**src/rtl/soc_bus_pkg.sv**
```systemverilog
// Shared encodings and bus widths for the two-master native-bus arbiter.
package soc_bus_pkg;

  localparam int ADDR_W = 32;
  localparam int DATA_W = 32;
  localparam int STRB_W = 4;

  // State values double as the one-hot owner code seen on the owner port.
  typedef enum logic [1:0] {
    IDLE = 2'b00,
    G0   = 2'b01,
    G1   = 2'b10
  } state_t;

endpackage

```
**src/rtl/soc_bus_arbiter_rr_arb2.sv**
```systemverilog
// Two-request round-robin pick: on a tie the master not granted last wins.
module rr_arb2 (
  input  logic [1:0] req,
  input  logic       last,
  output logic [1:0] grant
);

  // last is 0 when m0 was served most recently, 1 when m1 was.
  always_comb begin
    grant = 2'b00;
    case (req)
      2'b01:   grant = 2'b01;
      2'b10:   grant = 2'b10;
      2'b11:   grant = last ? 2'b01 : 2'b10;
      default: grant = 2'b00;
    endcase
  end

endmodule

```
**src/rtl/soc_bus_arbiter.sv**
```systemverilog
// Two-master round-robin arbiter for the picorv32 native bus; the grant is held until completion.
// Define SOC_BUS_TIMEOUT_EN to add a watchdog that completes stalled slave transactions.
module soc_bus_arbiter
  import soc_bus_pkg::*;
#(
  parameter int                TIMEOUT_CYCLES = 1024,
  parameter logic [DATA_W-1:0] TIMEOUT_RDATA  = 32'hDEAD_BEEF
) (
  input  logic              clk,
  input  logic              resetn,
  input  logic              m0_valid,
  input  logic [ADDR_W-1:0] m0_addr,
  input  logic [DATA_W-1:0] m0_wdata,
  input  logic [STRB_W-1:0] m0_wstrb,
  output logic              m0_ready,
  output logic [DATA_W-1:0] m0_rdata,
  input  logic              m1_valid,
  input  logic [ADDR_W-1:0] m1_addr,
  input  logic [DATA_W-1:0] m1_wdata,
  input  logic [STRB_W-1:0] m1_wstrb,
  output logic              m1_ready,
  output logic [DATA_W-1:0] m1_rdata,
  output logic              s_valid,
  output logic [ADDR_W-1:0] s_addr,
  output logic [DATA_W-1:0] s_wdata,
  output logic [STRB_W-1:0] s_wstrb,
  input  logic              s_ready,
  input  logic [DATA_W-1:0] s_rdata,
  output logic [1:0]        owner,
  output logic              timeout_err
);

  state_t     state, next_state;
  logic       last, next_last;
  logic [1:0] grant;
  logic       cur_valid;
  logic       fire;

  rr_arb2 u_rr_arb2 (
    .req   ({m1_valid, m0_valid}),
    .last  (last),
    .grant (grant)
  );

  assign cur_valid = (state == G0) ? m0_valid :
                     (state == G1) ? m1_valid : 1'b0;

`ifdef SOC_BUS_TIMEOUT_EN
  localparam int CNT_W = $clog2(TIMEOUT_CYCLES + 1);

  logic [CNT_W-1:0] count;
  logic             err_q;

  // The counter is held at zero while idle, so every grant starts counting from zero.
  always_ff @(posedge clk or negedge resetn) begin
    if (!resetn) begin
      count <= '0;
      err_q <= 1'b0;
    end else begin
      if (state == IDLE)
        count <= '0;
      else if (!s_ready)
        count <= count + 1'b1;
      if (fire)
        err_q <= 1'b1;
    end
  end

  assign fire        = cur_valid && !s_ready && (count == CNT_W'(TIMEOUT_CYCLES - 1));
  assign timeout_err = err_q;
`else
  logic unused_cfg;

  assign fire        = 1'b0;
  assign timeout_err = 1'b0;
  assign unused_cfg  = ^TIMEOUT_CYCLES;
`endif

  always_ff @(posedge clk or negedge resetn) begin
    if (!resetn) begin
      state <= IDLE;
      last  <= 1'b1;
    end else begin
      state <= next_state;
      last  <= next_last;
    end
  end

  // An owner that drops valid early is aborted without counting as its turn.
  always_comb begin
    next_state = state;
    next_last  = last;
    case (state)
      IDLE: begin
        if (grant[0])
          next_state = G0;
        else if (grant[1])
          next_state = G1;
      end
      G0, G1: begin
        if (!cur_valid) begin
          next_state = IDLE;
        end else if (s_ready || fire) begin
          next_state = IDLE;
          next_last  = (state == G1);
        end
      end
      default: next_state = IDLE;
    endcase
  end

  always_comb begin
    s_valid  = 1'b0;
    s_addr   = '0;
    s_wdata  = '0;
    s_wstrb  = '0;
    m0_ready = 1'b0;
    m0_rdata = '0;
    m1_ready = 1'b0;
    m1_rdata = '0;
    case (state)
      G0: begin
        s_valid  = m0_valid;
        s_addr   = m0_addr;
        s_wdata  = m0_wdata;
        s_wstrb  = m0_wstrb;
        m0_ready = s_ready || fire;
        m0_rdata = fire ? TIMEOUT_RDATA : s_rdata;
      end
      G1: begin
        s_valid  = m1_valid;
        s_addr   = m1_addr;
        s_wdata  = m1_wdata;
        s_wstrb  = m1_wstrb;
        m1_ready = s_ready || fire;
        m1_rdata = fire ? TIMEOUT_RDATA : s_rdata;
      end
      default: ;
    endcase
  end

  assign owner = state;

endmodule

```
**config.mk**
```make
export PLATFORM = sky130hd
export DESIGN_NAME = soc_bus_arbiter
export DESIGN_NICKNAME = d
export VERILOG_FILES = /design/src/rtl/soc_bus_pkg.sv /design/src/rtl/soc_bus_arbiter_rr_arb2.sv /design/src/rtl/soc_bus_arbiter.sv
export SDC_FILE = /design/constraint.sdc
export NUM_CORES = 1
export LEC_CHECK = 0
export ABC_AREA = 1
export ABC_CLOCK_PERIOD_IN_PS = 1400
export BUFFER_PORTS_ARGS = -buffer_cell sky130_fd_sc_hd__buf_4
export CAP_MARGIN = 30
export CORE_AREA = 2 2 120 122
export CTS_CLUSTER_SIZE = 28
export DETAILED_ROUTE_END_ITERATION = 8
export DIE_AREA = 0 0 122 124
export PLACE_DENSITY = 0.43
export SLEW_MARGIN = 15
export SYNTH_ARGS = -nofsm -noshare
export SYNTH_HDL_FRONTEND = slang
export SYNTH_SLANG_ARGS = --single-unit
```
**constraint.sdc**
```tcl
create_clock -name clk -period 1.4 [get_ports clk]
set_input_delay 0.21 -clock clk [delete_from_list [all_inputs] [get_ports clk]]
set_output_delay 0.21 -clock clk [all_outputs]
set_load 0.01 [all_outputs]
```
* After elaboration in Yosys (flattened, before gate mapping)
Index checks and enable logic that the tools add are counted.
** Operators by class
- Reduce and logical (&&, ||, !) cells :: 4
- Multiplexer cells :: 17
- Eq/ne operators :: 7
** Operators with widths (count)
- 32-bit one-hot mux with 2 select lines :: 2
- 32-bit 2-to-1 mux :: 2
- 2-bit 2-to-1 mux :: 5
- 4-bit one-hot mux with 2 select lines :: 1
- 2-bit equality test (second input constant) :: 3
- 3-bit inequality test (second input constant) :: 2
- 2-bit one-hot mux with 3 select lines :: 1
- 2-bit by 1-bit equality test with 1-bit output (second input constant) :: 2
- 1-bit 2-to-1 mux :: 4
- 2-bit one-hot mux with 2 select lines :: 1
- 3-bit AND reduction :: 1
- 2-bit logical NOT :: 1
- 1-bit one-hot mux with 2 select lines :: 1
- 2-bit AND reduction :: 1
- 2-bit OR reduction :: 1
** Word-level totals
- Output and inout bits :: 138
- Bits of input ports :: 173
- Register bits :: 3

* Depth between registers and ports, before layout
Gate-level depths: netlist (run 1).
- Word-level depth :: 5
- Gate-level depth with buffers :: 8
- Depth with buffers taken out :: 8

* Cells and area by module
From an unflattened synthesis (run 1), not the netlist that was laid out.
** Unflattened totals
- Cells, all modules :: 405
- Area total of the unflattened synthesis :: 1793.0 sq um
** By module, submodules not included
- soc_bus_arbiter :: sequential area each 76.3 sq um, cells each 400, times used 1, area an instance 1771.7 sq um
- rr_arb2 :: sequential area each 0.0 sq um, cells each 5, times used 1, area an instance 21.3 sq um

* Worst setup path before layout (run 1)
OpenSTA, ideal clock, no wires.
- Path type :: register to output
- Start point :: register state[0] (netlist: owner[0])
- End point :: output port s_addr[0]
- Path buffers :: 2
- Path slack :: -175 ps
- Data arrival time :: 1365 ps
- Stages on the path, launching flop included :: 7
- Data required time :: 1190 ps
- Cell sequence :: dfrtp_1 -> inv_1 -> ha_1 -> inv_2 -> buf_2 -> buf_2 -> a21oi_1
** Between the ends
- Word-level cells in the longest chain between the ends :: 2
- Elaborated cells on any way between the ends :: 3
- Those cells by class :: eq/ne: 2; mux: 1
** RTL lines
- start: declaration :: line soc_bus_arbiter.sv:33 : state_t state, next_state;
- start signal: assignment :: line soc_bus_arbiter.sv:84 : state <= next_state;
- 2-bit equality test or 2-bit by 1-bit equality test with 1-bit output (tied branches) :: line soc_bus_arbiter.sv:121 : case (state)
- 32-bit one-hot mux with 2 select lines * :: line soc_bus_arbiter.sv:121
- end: declaration :: line soc_bus_arbiter.sv:24 : output logic [ADDR_W-1:0] s_addr,
Every way passes the cells marked *; elsewhere a longest branch is shown, timed or not.

* Worst setup path after layout (run 1)
- Start point :: register state[1] (netlist: owner[1])
- End point :: output port m1_rdata[11]
** Between the ends
- Word-level cells in the longest chain between the ends :: 2
** RTL lines
- 2-bit equality test :: line soc_bus_arbiter.sv:121
- 32-bit 2-to-1 mux :: line soc_bus_arbiter.sv:121
- end: declaration :: line soc_bus_arbiter.sv:22 : output logic [DATA_W-1:0] m1_rdata,
No other way between the ends.

==> metrics.txt, run 1 <==
status complete, but fails checks; violated checks setup timing; first-pass GRT wire length 17.71 mm; Clock transition at path regs 0.03 ns; max cap viols 0; r2r startpoint owner[1]$_DFFE_PN0P_; htree depth 1; Final #Nets 910; drt pass-1 iters 4; full die area 15,130 µm²; synth top area cells nand2_1, a21oi_1, inv_1, buf_6, buf_4; placed wire-length estimate 9.838 mm; cell mode on critical path buf_4; Max IR drop VDD 1.236 mV; CP Max Fanout 9; Comb power frac 0.945; via count of the first global-routing pass 3,463; commonest non-fill, non-tap cell in the layout buf_4; worst endpoint data arrival time 1.55 ns; WP data required 1.19 ns; Post-Synth XOR/XNOR Area 0; CP max stage cell dfrtp_1; Place WS -0.1503 ns; Synth Area in Simple Gates 0.4751; root buf cell clkbuf_16; share of the synthesized area in the top cell type 0.4478; worst clock skew 0.001283 ns; CP Launch Point owner[1]$_DFFE_PN0P_; Max Fclk 567.6 MHz; FF-to-FF setup slack -0.20 ns; via/cell ratio 4.001; Core Region 13,720 µm²; final worst slack -0.3618 ns; Synth Register Bits 3; number of CTS-inserted buffers 3; compound-cell area share of the yosys netlist 0.1934; CP endpoint m1_rdata[11]; CTS tree yes; Die X 122 µm; Antenna Violating Nets Remaining 0; final setup fails 138; Mapped Area 1785 µm²; Syn Nets 579; Tcrit/Tclk final 1.258; sw frac 0.4615; synth unique cells 16; Initial Utilization 0.1301; internal power 6.003 mW; Clock Sinks 3; Flop pwr share 0.014; Starting DRT DRC Count 110; Tot GR Track Use 0.1489; Final Wtd Congestion 0.7795; commonest non-fill, non-tap cells in the layout buf_4, nand2_1, inv_1; drt drc 0; Critical Path Source Type flop; largest net degree at the start of global routing 27; synthesized area per cell 4.430 µm²; Setup crit end kind output port; Ys Warns 0; NetSw 5.145 mW; total gr overflow 0; Synth Area in Adders 0.02102; Worst-Skew Late Latency 0.23 ns; Lkg Pwr 3.089 nW; Clk pwr share 0.041; type of the worst setup path flop to output port; Hold/Removal Path Class input pin to flop; Hold Startpoint s_ready; Synth-to-Final Area Change 216.5%; # IOs 311; Final Critical Period 1.762 ns; Setup TNS -38.38 ns; largest family of logic cells by synthesized area simple AND/OR/NAND/NOR gates; initial antenna violation count 0; mux cell area share after synthesis 0; Final Max Tran Viols 0; wire length per cell 13.91 µm; sequential area share after synthesis 0.04275; CP peak stage delay 0.37 ns; PwrDens 1973 nW/µm²; # rows 43; vias 3,653; share of layout cells above drive strength 1 0.6166; port bufs 309; WL final 12.70 mm; Yosys top cell by area nand2_1; Syn Inst Count 403; Die Y 124 µm; r2r endpoint owner[0]$_DFFE_PN0P_; RSZ-0062 raised after global routing true; R2R cell count 11; Fin. Hold Viols 0; worst-path cell chain buf_4, ha_4, buf_12, buf_8, buf_4, nand2_2, inv_2, buf_6; ant diodes 0; Clock Tree Buf Depth 2
[synthesized netlist by cell type (all sizes together)]
cell type,count
a21oi,69
buf,23
clkbuf,7
conb,1
dfrtp,2
dfstp,1
ha,3
inv,74
nand2,213
nand3,4
nand4,2
nor2,3
nor3,1
[how the worst min path moves through the flow]
| stage | cells past startpoint | slack, ns | end |
|---|---|---|---|
| 2_1_floorplan | 0 | -0.09 | owner[0]$_DFFE_PN0P_ |
| 3_3_place_gp | 1 | 0.003 | owner[0]$_DFFE_PN0P_ |
| 3_5_place_dp | 1 | 0.003 | owner[1]$_DFFE_PN0P_ |
| 4_1_cts | 3 | 0.27 | last$_DFFE_PN1P_ |
| 5_1_grt | 3 | 0.28 | last$_DFFE_PN1P_ |
| 6_report | 3 | 0.27 | last$_DFFE_PN1P_ |
[critical path, delay by kind of cell, from the launching register on]
family,cells,cell delay [ns]
buf+inv,6,0.72
simple gates,1,0.05
fa+ha+maj,1,0.19
flops,1,0.37
[what timing repair did]
item | 4_1_cts | 5_1_grt
gates cloned | 9 | 2
resized for setup | 73 | 14
hold endpoints to repair | 3 | 0
hold buffers | 1 | 0
setup buffers | 7 | 9
setup endpoints to repair | 137 | 138
pin swaps | 4 | 5
[cell type report]
| cell class | count | area, µm² |
|---|---|---|
| Clock buffer | 4 | 78.83 |
| Fill cell | 1438 | 8068 |
| Inverter | 74 | 285.3 |
| Multi-Input combinational cell | 296 | 1777 |
| Sequential cell | 3 | 76.32 |
| Tap cell | 180 | 225.2 |
| Timing Repair Buffer | 356 | 3209 |
[sequential cells by signal, indices dropped and copies added, names as in the netlist]
register  count
owner         2
last          1
[metrics by stage]
stage	utilization	hold WS [ns]	power, mW	instance area, µm²	cells
finish	0.4119	0.2681	11.15	5652	913
global route	0.4119	0.2817	11.91	5652	913
CTS	0.4017	0.2702	10.87	5512	903
detailed placement	0.3539	0.003407	7.710	4855	882
global placement	0.3539	0.003047	7.727	4855	882
floorplan	-	-0.08559	4.563	2253	403
[cells by family after synthesis]
group / count (synthesis)
AND/OR/NAND/NOR: 223
buffers and inverters: 104
AO/OA/AOI/OAI: 69
adder cells (fa/ha/maj): 3
flip-flops: 3
other: 1
[layer usage]
metal  part of all wire  wire, µm  vias to the layer above  global-route usage
li1                   -         -                     1847                   -
met1               0.36      4633                     1602              0.1609
met2               0.54      6811                      197              0.2961
met3              0.090      1142                        7             0.02930
met4             0.0092       117                        0             0.03305
met5                  0         0                        -                   0
[power by group through the flow]
stage | logic [mW] | clock network (mW) | registers [mW]
2_1_floorplan | 4.39 | 0 | 0.170
3_3_place_gp | 7.58 | 0 | 0.150
3_5_place_dp | 7.56 | 0 | 0.149
4_1_cts | 10.2 | 0.469 | 0.152
5_1_grt | 11.3 | 0.478 | 0.154
6_report | 10.5 | 0.459 | 0.151
No activity file was read; power rests on OpenSTA's default activity.
==> run 2: changes to the inputs <==
--- a/config.mk
+++ b/config.mk
@@ -13,7 +13,9 @@
 export CTS_CLUSTER_SIZE = 28
 export DETAILED_ROUTE_END_ITERATION = 8
 export DIE_AREA = 0 0 122 124
+export GPL_TIMING_DRIVEN = 0
 export PLACE_DENSITY = 0.43
+export REMOVE_ABC_BUFFERS = 1
 export SLEW_MARGIN = 15
 export SYNTH_ARGS = -nofsm -noshare
 export SYNTH_HDL_FRONTEND = slang
==> metrics.txt, run 2 (same netlist as run 1, synthesis figures left out) <==
Die Y 124 µm (unchanged); Comb power frac 0.943 (-0.002); violated checks setup timing; final setup fails 138 (unchanged); # IOs 311 (unchanged); Worst-Skew Late Latency 0.22 ns (about the same); PwrDens 1787 nW/µm² (-9.4%); Setup TNS -45.39 ns (-7.010 ns); Final #Nets 914 (+0.44%); Starting DRT DRC Count 109 (-0.91%); Final Critical Period 1.795 ns (+0.03364 ns); max cap viols 0 (unchanged); Max Fclk 557.0 MHz (-1.9%); Hold/Removal Path Class input pin to flop; Setup crit end kind output port; via count of the first global-routing pass 3,426 (-1.1%); vias 3,811 (+4.3%); WL final 15.22 mm (+20%); R2R cell count 10 (-1); drt drc 0 (unchanged); Antenna Violating Nets Remaining 0 (unchanged); RSZ-0062 raised after global routing true; post-route cell area 5918 µm² (+4.7%); CP Launch Point owner[1]$_DFFE_PN0P_; port bufs 309 (unchanged); Flop pwr share 0.015 (about the same); Final Wtd Congestion 0.8034 (+3.1%); ant diodes 0 (unchanged); initial antenna violation count 0 (unchanged); WP data required 1.19 ns (about the same); r2r endpoint owner[1]$_DFFE_PN0P_; CP Max Fanout 7 (-2); Placed Area 4219 µm² (-13%); total power 10.58 mW (-5.1%); Fin. Hold Viols 0 (unchanged); placed wire-length estimate 8.794 mm (-11%); CTS tree yes; Final Max Tran Viols 0 (unchanged); drt pass-1 iters 4 (unchanged); CP endpoint s_addr[13]; Clock Sinks 3 (unchanged); worst endpoint data arrival time 1.59 ns (+0.04 ns); worst clock skew 0.0007099 ns (-0.0005730 ns); Clk pwr share 0.042 (about the same); wire length per cell 16.60 µm (+19%); Core Region 13,720 µm² (unchanged); NetSw 5.153 mW (+0.15%); status complete, but fails checks; Max IR drop VDD 0.9020 mV (-27%); r2r startpoint owner[0]$_DFFE_PN0P_; final worst slack -0.3954 ns (-0.03364 ns); htree depth 1 (unchanged); internal power 5.423 mW (-9.7%); via/cell ratio 4.156 (+3.9%); Tot GR Track Use 0.1623 (+0.01343); Clock transition at path regs 0.03 ns (about the same); sw frac 0.4872 (+0.02575); first-pass GRT wire length 18.88 mm (+6.6%); total gr overflow 0 (unchanged); Synth-to-Final Area Change 231.5%; fill count 1,424 (-0.97%); FF-to-FF setup slack -0.28 ns (-0.08 ns); max reg flops 2 (unchanged); Critical Path Source Type flop; number of CTS-inserted buffers 3 (unchanged); full die area 15,130 µm² (unchanged); Clock Tree Buf Depth 2 (unchanged); share of layout cells above drive strength 1 0.7232 (+0.1066); Tcrit/Tclk final 1.282 (+0.02403); Die X 122 µm (unchanged); Lkg Pwr 3.421 nW (+11%); root buf cell clkbuf_16; type of the worst setup path flop to output port; commonest non-fill, non-tap cells in the layout buf_4, nand2_1, a21oi_2; commonest non-fill, non-tap cell in the layout buf_4; # rows 43 (unchanged); largest net degree at the start of global routing 30 (+11%); Initial Utilization 0.1301 (unchanged)
-- run 2: cell count changes in the layout (fill, tap and decap cells not counted), sizes merged --
cell,delta
buf,-5
bufbuf,+1
clkbuf,+7
inv,+1
-- run 2: critical path: stages, from the launching register on --
cell	delay [ns]
dfrtp_1	0.38
inv_2	0.11
ha_4	0.20
buf_12	0.15
clkbuf_16	0.18
nand2_4	0.05
a21oi_2	0.14
buf_4	0.14
-- run 2: repair_timing --
item,4_1_cts,5_1_grt
buffers inserted,20,10
gates resized for setup,131,140
pin swaps,19,43
endpoints found under the setup margin,138,138
gates cloned,10,9
hold buffers,1,0
endpoints found under the hold margin,3,0
-- run 2: cell type report --
class,count,area [µm²],share of cell area
Timing Repair Buffer,359,3357,0.5672
Multi-Input combinational cell,296,1884,0.3184
Inverter,74,290.3,0.04905
Tap cell,180,225.2,0.03805
Clock buffer,4,78.83,0.01332
Sequential cell,3,76.32,0.01290
Timing Repair inverter,1,6.256,0.001057
-- run 2: layer usage --
layer / vias up / global-route usage / routed length [µm]
met2: 166 / 0.3411 / 8826
met3: 10 / 0.02198 / 990
met4: 0 / 0.01293 / 123
li1: 1866 / - / -
met5: - / 0 / 0
met1: 1769 / 0.1758 / 5281
-- run 2: worst min-delay path by stage --
stage                        from                   end  cells past startpoint
after global placement     resetn  owner[0]$_DFFE_PN0P_                      1
after CTS                 s_ready      last$_DFFE_PN1P_                      3
after global routing      s_ready      last$_DFFE_PN1P_                      3
after floorplan            resetn  owner[0]$_DFFE_PN0P_                      0
after detailed placement   resetn  owner[1]$_DFFE_PN0P_                      1
final                     s_ready      last$_DFFE_PN1P_                      3
-- run 2: stage by stage --
stage	worst slack, ns	util	std cells	hold slack (ns)
after floorplan	-1.773	-	373	-0.08559
after global placement	-2.926	0.3013	862	-0.0008570
after detailed placement	-0.7436	0.3075	865	0.0005910
after CTS	-0.3747	0.3790	900	0.2782
after global routing	-0.4574	0.4314	917	0.3021
final	-0.3954	0.4314	917	0.2759
-- run 2: power by group through the flow --
stage | clock (mW) | combinational [mW] | sequential [mW]
detailed placement | 0 | 5.79 | 0.178
CTS | 0.456 | 8.63 | 0.158
global placement | 0 | 4.25 | 0.172
finish | 0.446 | 9.97 | 0.157
global route | 0.464 | 10.6 | 0.164
floorplan | 0 | 2.53 | 0.177
==> run 3: changes to the inputs <==
--- a/config.mk
+++ b/config.mk
@@ -5,12 +5,10 @@
 export SDC_FILE = /design/constraint.sdc
 export NUM_CORES = 1
 export LEC_CHECK = 0
-export ABC_AREA = 1
 export ABC_CLOCK_PERIOD_IN_PS = 1400
 export BUFFER_PORTS_ARGS = -buffer_cell sky130_fd_sc_hd__buf_4
-export CAP_MARGIN = 30
+export CAP_MARGIN = 20
 export CORE_AREA = 2 2 120 122
-export CTS_CLUSTER_SIZE = 28
 export DETAILED_ROUTE_END_ITERATION = 8
 export DIE_AREA = 0 0 122 124
 export GPL_TIMING_DRIVEN = 0
==> metrics.txt, run 3 <==
status complete, but fails checks; violated checks setup timing; r2r startpoint owner[1]$_DFFE_PN0P_; Mapped Area 1777 µm² (-0.49%); share of the synthesized area in the top cell type 0.2873 (-0.1605); share of layout cells above drive strength 1 0.8017 (+0.07849); CP max stage cell dfrtp_2; Post-Synth XOR/XNOR Area 0 (unchanged); port bufs 309 (unchanged); Yosys top cell by area a22oi_1; via/cell ratio 4.395 (+5.7%); R2R cell count 8 (-2); ant diodes 0 (unchanged); max reg flops 2 (unchanged); # rows 43 (unchanged); Worst-Skew Late Latency 0.22 ns (about the same); final worst slack -0.4839 ns (-0.08848 ns); largest family of logic cells by synthesized area simple AND/OR/NAND/NOR gates; Die X 122 µm (unchanged); max cap viols 0 (unchanged); full die area 15,130 µm² (unchanged); Fin. Hold Viols 0 (unchanged); Clock Tree Buf Depth 2 (unchanged); synthesized area per cell 6.705 µm² (+51%); Setup crit end kind output port; drt pass-1 iters 5 (+1); Synth Area in Adders 0.02113 (+0.0001036); Synth Register Bits 3 (unchanged); top post-synthesis cells by count a22oi_1, nor2b_1, and2_1; Final #Nets 767 (-16%); Die Y 124 µm (unchanged); FF/Latch Area 78.83 µm² (+3.3%); PwrDens 1882 nW/µm² (+5.3%); compound-cell area share of the yosys netlist 0.3218 (+0.1284); Syn Inst Count 265 (-34%); Main synth FF type dfrtp_1; commonest non-fill, non-tap cell in the layout buf_4; Clock transition at path regs 0.03 ns (about the same); final setup fails 138 (unchanged); Antenna Violating Nets Remaining 0 (unchanged); total gr overflow 0 (unchanged); Max Fclk 530.8 MHz (-4.7%); htree depth 1 (unchanged); Final Wtd Congestion 0.7672 (-4.5%); RSZ-0062 raised after global routing true; commonest non-fill, non-tap cells in the layout buf_4, buf_6, nor2b_1; worst clock skew 0.00003977 ns (-0.0006701 ns); mux cell area share after synthesis 0.006338 (+0.006338); via count of the first global-routing pass 3,358 (-2.0%); Worst Hold End owner[1]$_DFFE_PN0P_; hold path depth 3 (unchanged); sequential area share after synthesis 0.04296 (+0.0002107); Async SR Flop Fraction 1.000 (unchanged); FF-to-FF setup slack -0.47 ns (-0.19 ns); Starting DRT DRC Count 82 (-25%); WP data required 1.19 ns (about the same); Post-synth EDFFs 0 (unchanged); first-pass GRT wire length 19.68 mm (+4.2%); Multi-input gate area 1932 µm² (+2.5%); Hold Startpoint m1_valid; Core Region 13,720 µm² (unchanged); vias 3,384 (-11%); Final Critical Period 1.884 ns (+0.08848 ns); type of the worst setup path flop to output port; Core Util, Final 0.4149 (-0.01651); hold slack 0.3072 ns (+0.03127 ns); Initial Utilization 0.1295 (-0.0006384); drt drc 0 (unchanged); post-route cell area 5692 µm² (-3.8%); Final Max Tran Viols 0 (unchanged); Place WS -0.8363 ns (-0.09262 ns); Hold/Removal Path Class input pin to flop; placed wire-length estimate 8.720 mm (-0.84%); CP peak stage delay 0.43 ns (+0.05 ns); wire length per cell 19.61 µm (+18%); r2r endpoint owner[1]$_DFFE_PN0P_; Tot GR Track Use 0.1718 (+0.009515); Ys Warns 0 (unchanged); Synth-to-Final Area Change 220.4%; number of CTS-inserted buffers 3 (unchanged); Lkg Pwr 2.660 nW (-22%); Max IR drop VDD 0.9904 mV (+9.8%); synth unique cells 24 (+8); CP Max Fanout 10 (+3); fill count 1,370 (-3.8%); Clock Sinks 3 (unchanged); Synth Area in Simple Gates 0.5049 (+0.02981); Critical Path Source Type flop; total power 10.71 mW (+1.3%); largest net degree at the start of global routing 27 (-10%); initial antenna violation count 0 (unchanged); WL final 15.10 mm (-0.78%); worst-path cell chain inv_4, ha_4, buf_6, a22o_2, and2_1, buf_4; synth top area cells a22oi_1, nor2b_1, and2_1, buf_2, clkbuf_1; worst endpoint data arrival time 1.67 ns (+0.08 ns); # IOs 311 (unchanged); root buf cell clkbuf_16; Tcrit/Tclk final 1.346 (+0.06320); CTS tree yes; Placed Area 4253 µm² (+0.80%)
==> run 3: cell count changes after synthesis, sizes merged, moves of 3 or more <==
cell    before  now
clkbuf       7   17
inv         74    4
a21oi       69    2
nand2b       0    3
nor2         3    0
nand2      213    2
a22oi        0   68
and2         0   67
nor2b        0   68
buf         23   16
==> run 3: final cells by class <==
class,instances,share of cell area
Tap cell,180,0.03957
Timing Repair Buffer,354,0.5894
Sequential cell,3,0.01385
Clock buffer,4,0.01385
Inverter,4,0.003957
Multi-Input combinational cell,225,0.3394
==> run 3: kinds of logic after synthesis <==
group,count (synthesis)
AO/OA/AOI/OAI,76
adder cells (fa/ha/maj),3
buffers and inverters,37
flip-flops,3
multiplexers,1
other,1
AND/OR/NAND/NOR,144
==> run 3: metal layers <==
layer,vias to the layer above,track usage,wire length (µm)
li1,1572,-,-
met1,1610,0.1971,5796
met2,186,0.3425,8105
met3,16,0.02152,929
met4,0,0.02586,273
met5,-,0,0
==> run 3: repair_timing <==
| item | 4_1_cts | 5_1_grt |
|---|---|---|
| hold endpoints to repair | 3 | 0 |
| buffers inserted | 22 | 8 |
| hold buffers | 1 | 0 |
| gates resized for setup | 137 | 77 |
| pin swaps | 5 | 23 |
| cloned | 11 | 6 |
| endpoints found under the setup margin | 138 | 138 |
==> run 3: worst max-delay path by stage <==
stage | slack (ns) | end | from | cells past startpoint
finish | -0.48 | s_valid | owner[1]$_DFFE_PN0P_ | 6
global route | -0.56 | s_addr[21] | owner[1]$_DFFE_PN0P_ | 6
CTS | -0.44 | s_addr[27] | owner[1]$_DFFE_PN0P_ | 6
detailed placement | -0.84 | s_addr[21] | owner[0]$_DFFE_PN0P_ | 5
global placement | -2.85 | s_wdata[19] | owner[1]$_DFFE_PN0P_ | 5
floorplan | -1.64 | last$_DFFE_PN1P_ | owner[1]$_DFFE_PN0P_ | 5
==> run 3: stage by stage <==
stage          setup TNS, ns  cells
2_1_floorplan        -191.53    232
3_3_place_gp         -346.65    721
3_5_place_dp          -77.92    724
4_1_cts               -52.22    762
5_1_grt               -62.49    770
6_report              -54.33    770
==> run 3: where the power goes <==
group,leakage (nW),internal (mW),switching (mW)
sequential,0.0335,0.143,0.0655
clock,0.0382,0.376,0.0790
combinational,2.59,5.67,4.38
total,2.66,6.19,4.52
==> run 3: worst max-delay path: cells and delay by family (launching register included) <==
| family | cells | cell delay [ns] |
|---|---|---|
| compound gates | 1 | 0.26 |
| fa+ha+maj | 1 | 0.22 |
| buf+inv | 3 | 0.38 |
| flops | 1 | 0.43 |
| simple gates | 1 | 0.16 |
